`src/rtl/bmf_pkg.sv`:
```
// Shared types and helpers for the BMF latent-code search block.
// Consumers honour BMF_XOR_SEMIRING_EN (XOR vs OR row accumulation) where relevant.
package bmf_pkg;

  typedef enum logic [1:0] {
    IDLE,
    SEARCH,
    DONE
  } state_e;

  localparam int unsigned K_DEF = 3;
  localparam int unsigned M_DEF = 4;
  localparam int unsigned POP_W = 16;

  function automatic int unsigned popcount(input logic [POP_W-1:0] v);
    int unsigned n;
    n = 0;
    for (int unsigned i = 0; i < POP_W; i++) begin
      if (v[i]) n++;
    end
    return n;
  endfunction

endpackage

```
`src/rtl/bmf_recon.sv`:
```
// Combinational H-product: accumulates the H rows selected by the set bits of code_i.
// BMF_XOR_SEMIRING_EN selects GF(2) accumulation; otherwise Boolean OR.
module bmf_recon
  import bmf_pkg::*;
#(
  parameter int unsigned K = K_DEF,
  parameter int unsigned M = M_DEF
) (
  input  logic [K-1:0][M-1:0] h_i,
  input  logic [K-1:0]        code_i,
  output logic [M-1:0]        recon_o
);

  logic [M-1:0] acc;

  always_comb begin
    acc = '0;
    for (int unsigned i = 0; i < K; i++) begin
      if (code_i[i]) begin
`ifdef BMF_XOR_SEMIRING_EN
        acc = acc ^ h_i[i];
`else
        acc = acc | h_i[i];
`endif
      end
    end
    recon_o = acc;
  end

endmodule

```
`src/rtl/bmf_code_search.sv`:
```
// Exhaustive search for the latent code whose H-product best matches a target vector.
// Accumulation semiring follows BMF_XOR_SEMIRING_EN (see bmf_recon).
module bmf_code_search
  import bmf_pkg::*;
#(
  parameter int unsigned K = K_DEF,
  parameter int unsigned M = M_DEF
) (
  input  logic                                 clk,
  input  logic                                 rst,
  input  logic                                 cfg_we,
  input  logic [((K > 1) ? $clog2(K) : 1)-1:0] cfg_addr,
  input  logic [M-1:0]                         cfg_wdata,
  output logic                                 cfg_drop,
  input  logic                                 tgt_valid,
  output logic                                 tgt_ready,
  input  logic [M-1:0]                         tgt_data,
  output logic                                 code_valid,
  input  logic                                 code_ready,
  output logic [K-1:0]                         code_data,
  output logic [M-1:0]                         code_recon,
  output logic [$clog2(M+1)-1:0]               code_err
);

  localparam int unsigned EW = $clog2(M + 1);

  state_e             state_q;
  logic [K-1:0][M-1:0] h_q;
  logic [M-1:0]       tgt_q;
  logic [K:0]         cnt_q;
  logic [K-1:0]       best_code_q;
  logic [M-1:0]       best_recon_q;
  logic [EW-1:0]      best_err_q;
  logic               valid_q;
  logic               drop_q;

  logic [K-1:0]       cand_code;
  logic [M-1:0]       cand_recon;
  logic [POP_W-1:0]   cand_diff;
  logic [EW-1:0]      cand_err;
  logic               cfg_ok;

  assign cand_code = cnt_q[K-1:0];
  assign cand_diff = POP_W'(cand_recon ^ tgt_q);
  assign cand_err  = EW'(popcount(cand_diff));
  assign cfg_ok    = (state_q == IDLE) && (32'(cfg_addr) < K);

  bmf_recon #(
    .K(K),
    .M(M)
  ) u_recon (
    .h_i    (h_q),
    .code_i (cand_code),
    .recon_o(cand_recon)
  );

  // cnt_q walks 0..2^K-1 through the candidates; its top bit marks the extra
  // cycle that hands the best result over to DONE.
  always_ff @(posedge clk) begin
    if (rst) begin
      state_q      <= IDLE;
      h_q          <= '0;
      tgt_q        <= '0;
      cnt_q        <= '0;
      best_code_q  <= '0;
      best_recon_q <= '0;
      best_err_q   <= '0;
      valid_q      <= 1'b0;
      drop_q       <= 1'b0;
    end else begin
      drop_q <= cfg_we && !cfg_ok;
      if (cfg_we && cfg_ok) h_q[cfg_addr] <= cfg_wdata;

      case (state_q)
        IDLE: begin
          if (tgt_valid) begin
            tgt_q   <= tgt_data;
            cnt_q   <= '0;
            state_q <= SEARCH;
          end
        end
        SEARCH: begin
          if (cnt_q[K]) begin
            valid_q <= 1'b1;
            state_q <= DONE;
          end else begin
            if ((cnt_q == '0) || (cand_err < best_err_q)) begin
              best_code_q  <= cand_code;
              best_recon_q <= cand_recon;
              best_err_q   <= cand_err;
            end
            cnt_q <= cnt_q + (K + 1)'(1);
          end
        end
        DONE: begin
          if (code_ready) begin
            valid_q <= 1'b0;
            state_q <= IDLE;
          end
        end
        default: state_q <= IDLE;
      endcase
    end
  end

  assign tgt_ready  = (state_q == IDLE);
  assign code_valid = valid_q;
  assign code_data  = best_code_q;
  assign code_recon = best_recon_q;
  assign code_err   = best_err_q;
  assign cfg_drop   = drop_q;

endmodule
```
`config.mk`:
```
export PLATFORM = sky130hd
export DESIGN_NAME = bmf_code_search
export DESIGN_NICKNAME = d
export VERILOG_FILES = /design/src/rtl/bmf_pkg.sv /design/src/rtl/bmf_recon.sv /design/src/rtl/bmf_code_search.sv
export SDC_FILE = /design/constraint.sdc
export NUM_CORES = 1
export LEC_CHECK = 0
export ABC_AREA = 1
export CAP_MARGIN = 40
export CORE_ASPECT_RATIO = 1.4
export CORE_MARGIN = 2
export CORE_UTILIZATION = 40
export DETAILED_ROUTE_END_ITERATION = 12
export SYNTH_ARGS = -nofsm -noshare
export SYNTH_HDL_FRONTEND = slang
export SYNTH_SLANG_ARGS = --single-unit
```
`constraint.sdc`:
```
create_clock -name clk -period 4.4 [get_ports clk]
set_clock_uncertainty 0.15 [all_clocks]
set_input_delay 0.44 -clock clk [delete_from_list [all_inputs] [get_ports clk]]
set_output_delay 0.44 -clock clk [all_outputs]
set_load 0.01 [all_outputs]
```
# After elaboration in Yosys (flattened, before gate mapping)
# Index checks and enable logic that the tools add are counted.
# W data, S select, Z words.
# word_totals
out_inout_bits	13
in_bits	15
wordCells	90
regBits	34
# classes
bitwise_logic	4
reduce_logical	16
n_mux	32
n_lt_le_gt_ge	4
n_addsub	16
eq_ne	6
# ops
cell	count
$mux W3	15
$add A3 B1 Y3 const B	14
$mux W4	6
$bwmux W12	1
$reduce_and A3 Y1	4
$demux W4 S2	1
$ne A2 B2 Y1 const B	4
$or A4 B4 Y4	2
$pmux W4 S2	1
$mux W2	3
$pmux W2 S3	1
$add A4 B1 Y4 const B	1
$logic_and A1 B1 Y1	4
$logic_not A4 Y1	1
$reduce_and A2 Y1	2
$reduce_bool A2 Y1	2
$xor A4 B4 Y4	1
$lt A2 B3 Y1 const B	1
$lt A3 B3 Y1	1
$mux W1	3
$add A1 B1 Y2 const B	1
$eq A2 B1 Y1 const B	1
$eq A2 B2 Y1 const B	1
$ge A2 B1 Y1 const B	1
6 further kinds	6

# Depth between registers and ports, before layout
# logic_depth
ltp_word	40
depth_mapped	22
mapped_depth_nobuf	22

# By module
# Synthesis repeated with hierarchy kept, for this count alone.
# unflattened
hier_cells	236
area_unflattened_um2	1715.4
# by_module_without_submodules
mod	cells_each	area_each_um2	n_inst
bmf_code_search	220	1650.3	1
bmf_recon	16	65.1	1

# Worst setup path before layout
# Ideal clock, no wire load.
# synth_path
path_type	register -> register
start	register cnt_q[1]
end	register best_code_q[1], in the netlist code_data[1]
path_stages_with_launch	21
required_time_ps	4135
setup_ps	115
t_arrival_ps	2779
path_buffers	1
setup_slack_ps	1356
period_less_slack_ps	3044
path_cell_list	dfxtp_1 -> inv_1 -> o221ai_1 -> xor2_1 -> inv_1 -> ha_1 -> inv_1 -> nand3_2 -> nand2_2 -> inv_1 -> ha_1 -> nand2_1 -> xor2_1 -> ha_1 -> a21oi_1 -> nand2_2 -> nand2_4 -> buf_12 -> nand3_2 -> nand2_1 -> nor2_1
# synth_between
elab_chain_len	38
# synth_rtl
item	line_no	rtl
from (decl)	bmf_code_search.sv:30	logic [K:0] cnt_q;
from (signal assigned)	bmf_code_search.sv:92	cnt_q <= cnt_q + (K + 1)'(1);
$mux W4 *	bmf_recon.sv:19	if (code_i[i]) begin
$or A4 B4 Y4	bmf_recon.sv:23	acc = acc | h_i[i];
$mux W4 *	bmf_recon.sv:19	
$xor A4 B4 Y4 *	bmf_code_search.sv:44	assign cand_diff = POP_W'(cand_recon ^ tgt_q);
$mux W1	bmf_pkg.sv:19	if (v[i]) n++;
$add A1 B1 Y2	bmf_pkg.sv:19	
$mux W3	bmf_pkg.sv:19	
$add A3 B1 Y3	bmf_pkg.sv:19	
(+23 left out)	-	
$add A3 B1 Y3	bmf_pkg.sv:19	
$mux W3 *	bmf_pkg.sv:19	
$add A3 B1 Y3	bmf_pkg.sv:19	
$mux W3 *	bmf_pkg.sv:19	
via cand_err[2]	bmf_code_search.sv:40	logic [EW-1:0] cand_err;
$lt A3 B3 Y1 *	bmf_code_search.sv:87	if ((cnt_q == '0) || (cand_err < best_err_q)) begin
$logic_or A1 B1 Y1 *	bmf_code_search.sv:87	
$reduce_and A3 Y1 (no line) *	-	
to (signal assigned)	bmf_code_search.sv:88	best_code_q <= cand_code;
to (decl)	bmf_code_search.sv:31	logic [K-1:0] best_code_q;
# Mark *: on every way through the listed nets, which the timed path passes. The rest lies on a longest branch.
# A chain may end at the register's enable or synchronous reset.

# Worst setup path in the final report
# layout_path
start	register cnt_q[0]
end	register best_err_q[1], in the netlist code_err[1]
# layout_between
elab_chain_len	40
# layout_rtl
item	line_no	rtl
$mux W4 *	bmf_recon.sv:19	
$or A4 B4 Y4	bmf_recon.sv:23	
$mux W4 *	bmf_recon.sv:19	
$or A4 B4 Y4	bmf_recon.sv:23	
$mux W4 *	bmf_recon.sv:19	
$xor A4 B4 Y4 *	bmf_code_search.sv:44	
$mux W1	bmf_pkg.sv:19	
$add A1 B1 Y2	bmf_pkg.sv:19	
(+25 left out)	-	
$add A3 B1 Y3	bmf_pkg.sv:19	
$mux W3 *	bmf_pkg.sv:19	
$add A3 B1 Y3	bmf_pkg.sv:19	
$mux W3 *	bmf_pkg.sv:19	
via cand_err[2]	bmf_code_search.sv:40	
$lt A3 B3 Y1 *	bmf_code_search.sv:87	
$logic_or A1 B1 Y1 *	bmf_code_search.sv:87	
$reduce_and A3 Y1 (no line) *	-	
to (signal assigned)	bmf_code_search.sv:90	best_err_q <= cand_err;
to (decl)	bmf_code_search.sv:33	logic [EW-1:0] best_err_q;
# Marked as above.

==> summary.md <==
| Metric | Value |
|---|---|
| Sequential area share after synthesis | 0.393 |
| Status | finished, final reports clean |
| Setup bufs post-CTS | 0 |
| Clock transition at the registers of the reported paths | 0.07 ns |
| Synth warn | 0 |
| Worst-Skew Late Latency | 0.28 ns |
| Fin Setup TNS | 0 ns |
| Relative slew slack | 0.453 |
| CTS sink count | 34 |
| Share of the synthesized area in the top cell type | 0.393 |
| Area grow syn2layout | 20.4% |
| GRT Residual Overflow | 0 |
| Floorplan row count | 28 |
| Post-synth cell types | 25 |
| Maximum clock rate | 0.293 GHz |
| Detailed Routing Iterations Pass 1 | 4 |
| Hold Crit Start | code_valid |
| Seq cells post-synth | 34 |
| Via count | 1,521 |
| I/O pin count | 28 |
| Final setup fails | 0 |
| DIE WIDTH | 59.6 um |
| Post-synth top cells | 44 x nand2_1, 34 x dfxtp_1, 31 x inv_1 |
| Synth Net Count | 253 |
| Critical Path Fanout Max | 19 |
| R2R Path Start | cnt_q[0] |
| R2R Setup Slk | 0.99 ns |
| DRT Wirelength | 3590 um |
| Synth async-reset ratio | 0 |
| Setup crit start kind | flop |
| CP arrival | 3.48 ns |
| Hold Path Class | flop to flop |
| TritonCTS clock tree | done |
| R2R cell count | 20 |
| Hold Fails Final Rpt | 0 |
| Worst hold path endpoint | code_valid |
| PortBufs | 27 |
| First-pass GRT wire length | 6180 um |
| Mapped cell area | between 0.0015 and 0.002 mm^2 |
| Max-slew violations | 0 |
| Antenna violations before repair | 0 |
| Crit path largest cell delay | 0.40 ns |
| Antenna diodes | 0 |
| Die ar. | 0.00488 mm^2 |
| Post-synth EDFFs | 0 |
| Clk buf depth | 2 |
| CTS Root Cell | clkbuf_8 |
| Most frequent cell after synthesis | nand2_1 |
| Cell type with the largest total area after synthesis | dfxtp_1 |
| Pwr/cell area | approximately 350 mW/mm^2 |
| Hold_buf cts | 0 |
| Post-Syn Instances | 231 |
| Final RePlAce weighted congestion | between 0.8 and 0.9 |
| Fillcell total | 431 |
| Layout cells sized above 1 | 0.101 |
| Wire per inst | 11.9 um |
| DP Area | about 0.002 mm^2 |
| Vias in the first global route | about 1,400 |
| Final instance area | 0.00209 mm^2 |
| H-tree Lvls | 2 |
| Vias per inst | 5.02 |
| Post-CTS sizing | 0 |
| Final Power | 0.000734 W |
| Max VDD drop | 0.197 mV |
| Min Tclk post-route | 3.41 ns |
| CP endpoint kind | flop |
| GRT Total Usage | 0.168 |
| WP buf/inv | 4 |
| Dpl hpwl | 2760 um |
| Worst-Margin Slew | 0.820 ns |
| Final ANT Viol Nets | 0 |
| Total core area | 0.00420 mm^2 |
| Max_cap viols | 0 |
| Initial Util | 0.412 |
| Starting DRT DRC Count | around 50 |
| Nets | 281 |
| CP max stage cell | dfxtp_1 |
| Post-synthesis area per instance | 7.50 um^2 |
| Worst setup startpoint | cnt_q[0] |
| Die H | 81.9 um |
| FF-to-FF End | code_err[1] |
| Fin crit share | 0.774 |
| TritonCTS buffer count | 5 |
| Worst Setup Path Type | flop to flop |
| Crit-path leading delay family | simple AND/OR/NAND/NOR gates |
| Lkg Pwr | 0.873 nW |
| RSZ-0062 raised after global routing | false |
| Drt drc | 0 |
| Crit-path cells | inv_1, o221ai_1, xor2_1, inv_1, ha_1, inv_1, nand3_2, nand2_2, inv_1, ha_1, nand2_1, xor2_1, ha_1, a21oi_1, nand2_2, nand2_4, nand2_1, nand2_1, nand2_1, nor2_1 |
| Critical Path RT | 4.47 ns |
| Top_reg_cell synth | dfxtp_1 |
| Largest net degree at the start of global routing | 25 |
| Hold path cells | 2 |
| Top post-synthesis cells by area | dfxtp_1 39%, nand2_1 9.5%, inv_1 6.7% |
-- tightest hold or removal path: stages (launching register included) --
cell     delay, ns
dfxtp_1       0.31
inv_1         0.04
a21oi_1       0.06
-- per-layer routing --
layer / vias up / global-route usage / part of all wire
met5: - / 0 / 0
met4: 0 / 0.0711 / 0.024
met3: 8 / 0.0488 / 0.037
met2: 35 / 0.290 / 0.50
met1: 672 / 0.188 / 0.44
li1: 806 / - / -
-- final cells by class --
type | count | area, um^2 | share of cell area
clock buffers | 6 | 82.6 | 0.0396
inverters | 32 | 121 | 0.0582
multi-input cells | 159 | 875 | 0.419
flip-flops and latches | 34 | 681 | 0.326
well taps | 45 | 56.3 | 0.0270
repair buffers | 27 | 270 | 0.130
-- power by group --
part           internal [W]  leakage [nW]  switching (W)
sequential         0.000328         0.278      0.0000129
combinational     0.0000744         0.552      0.0000929
clock              0.000121        0.0431       0.000105
total              0.000523         0.873       0.000211
-- sequential cells by signal (all words and copies together), names as in the netlist --
signal and flops:
cfg_drop 1, cnt_q 4, code_data 3, code_err 3
code_recon 4, code_valid 1, h_q 12, state_q 2
tgt_q 4
-- how the worst max path moves through the flow --
stage	to	slack, ns	depth (start not counted)
final	code_err[1]	0.99	20
after global routing	code_err[1]	0.65	20
after CTS	code_err[1]	0.97	20
after detailed placement	code_err[1]	0.99	20
after global placement	code_err[1]	1.12	20
after floorplan	code_data[1]	1.36	20
-- cell families after synthesis --
| group | after synthesis | share of synthesized area |
|---|---|---|
| xor gates and xnor gates | 3 | 0.0152 |
| buffers and inverters | 38 | 0.103 |
| and+or+nand+nor | 100 | 0.274 |
| DFF | 34 | 0.393 |
| adders and majority gates | 7 | 0.0505 |
| AOI/OAI and AO/OA | 49 | 0.165 |
-- layout by cell type, fill, tap and decap left out --
cell type / instances
a211oi_1: 2
a21oi_1: 22
a21oi_2: 7
a31oi_1: 2
clkbuf_8: 6
clkdlybuf4s50_1: 27
clkinv_2: 1
dfxtp_1: 34
ha_1: 7
inv_1: 31
nand2_1: 44
nand2_2: 6
nand2_4: 1
nand3_1: 15
nand3_2: 4
nand3b_1: 5
nand4_1: 2
nand4_2: 1
nor2_1: 22
o21ai_0: 14
o221ai_1: 2
xnor2_1: 1
xor2_1: 2
-- metrics by stage --
step | cells | hold slack, ns | utilization | setup WS, ns
final | 303 | 0.304 | 0.496 | 0.992
after CTS | 303 | 0.306 | 0.496 | 0.966
after global placement | 297 | 0.299 | 0.476 | 1.12
after global routing | 303 | 0.324 | 0.496 | 0.646
after floorplan | 231 | 0.274 | - | 1.36
after detailed placement | 297 | 0.296 | 0.476 | 0.987
Power figures use the tool's default switching activity.
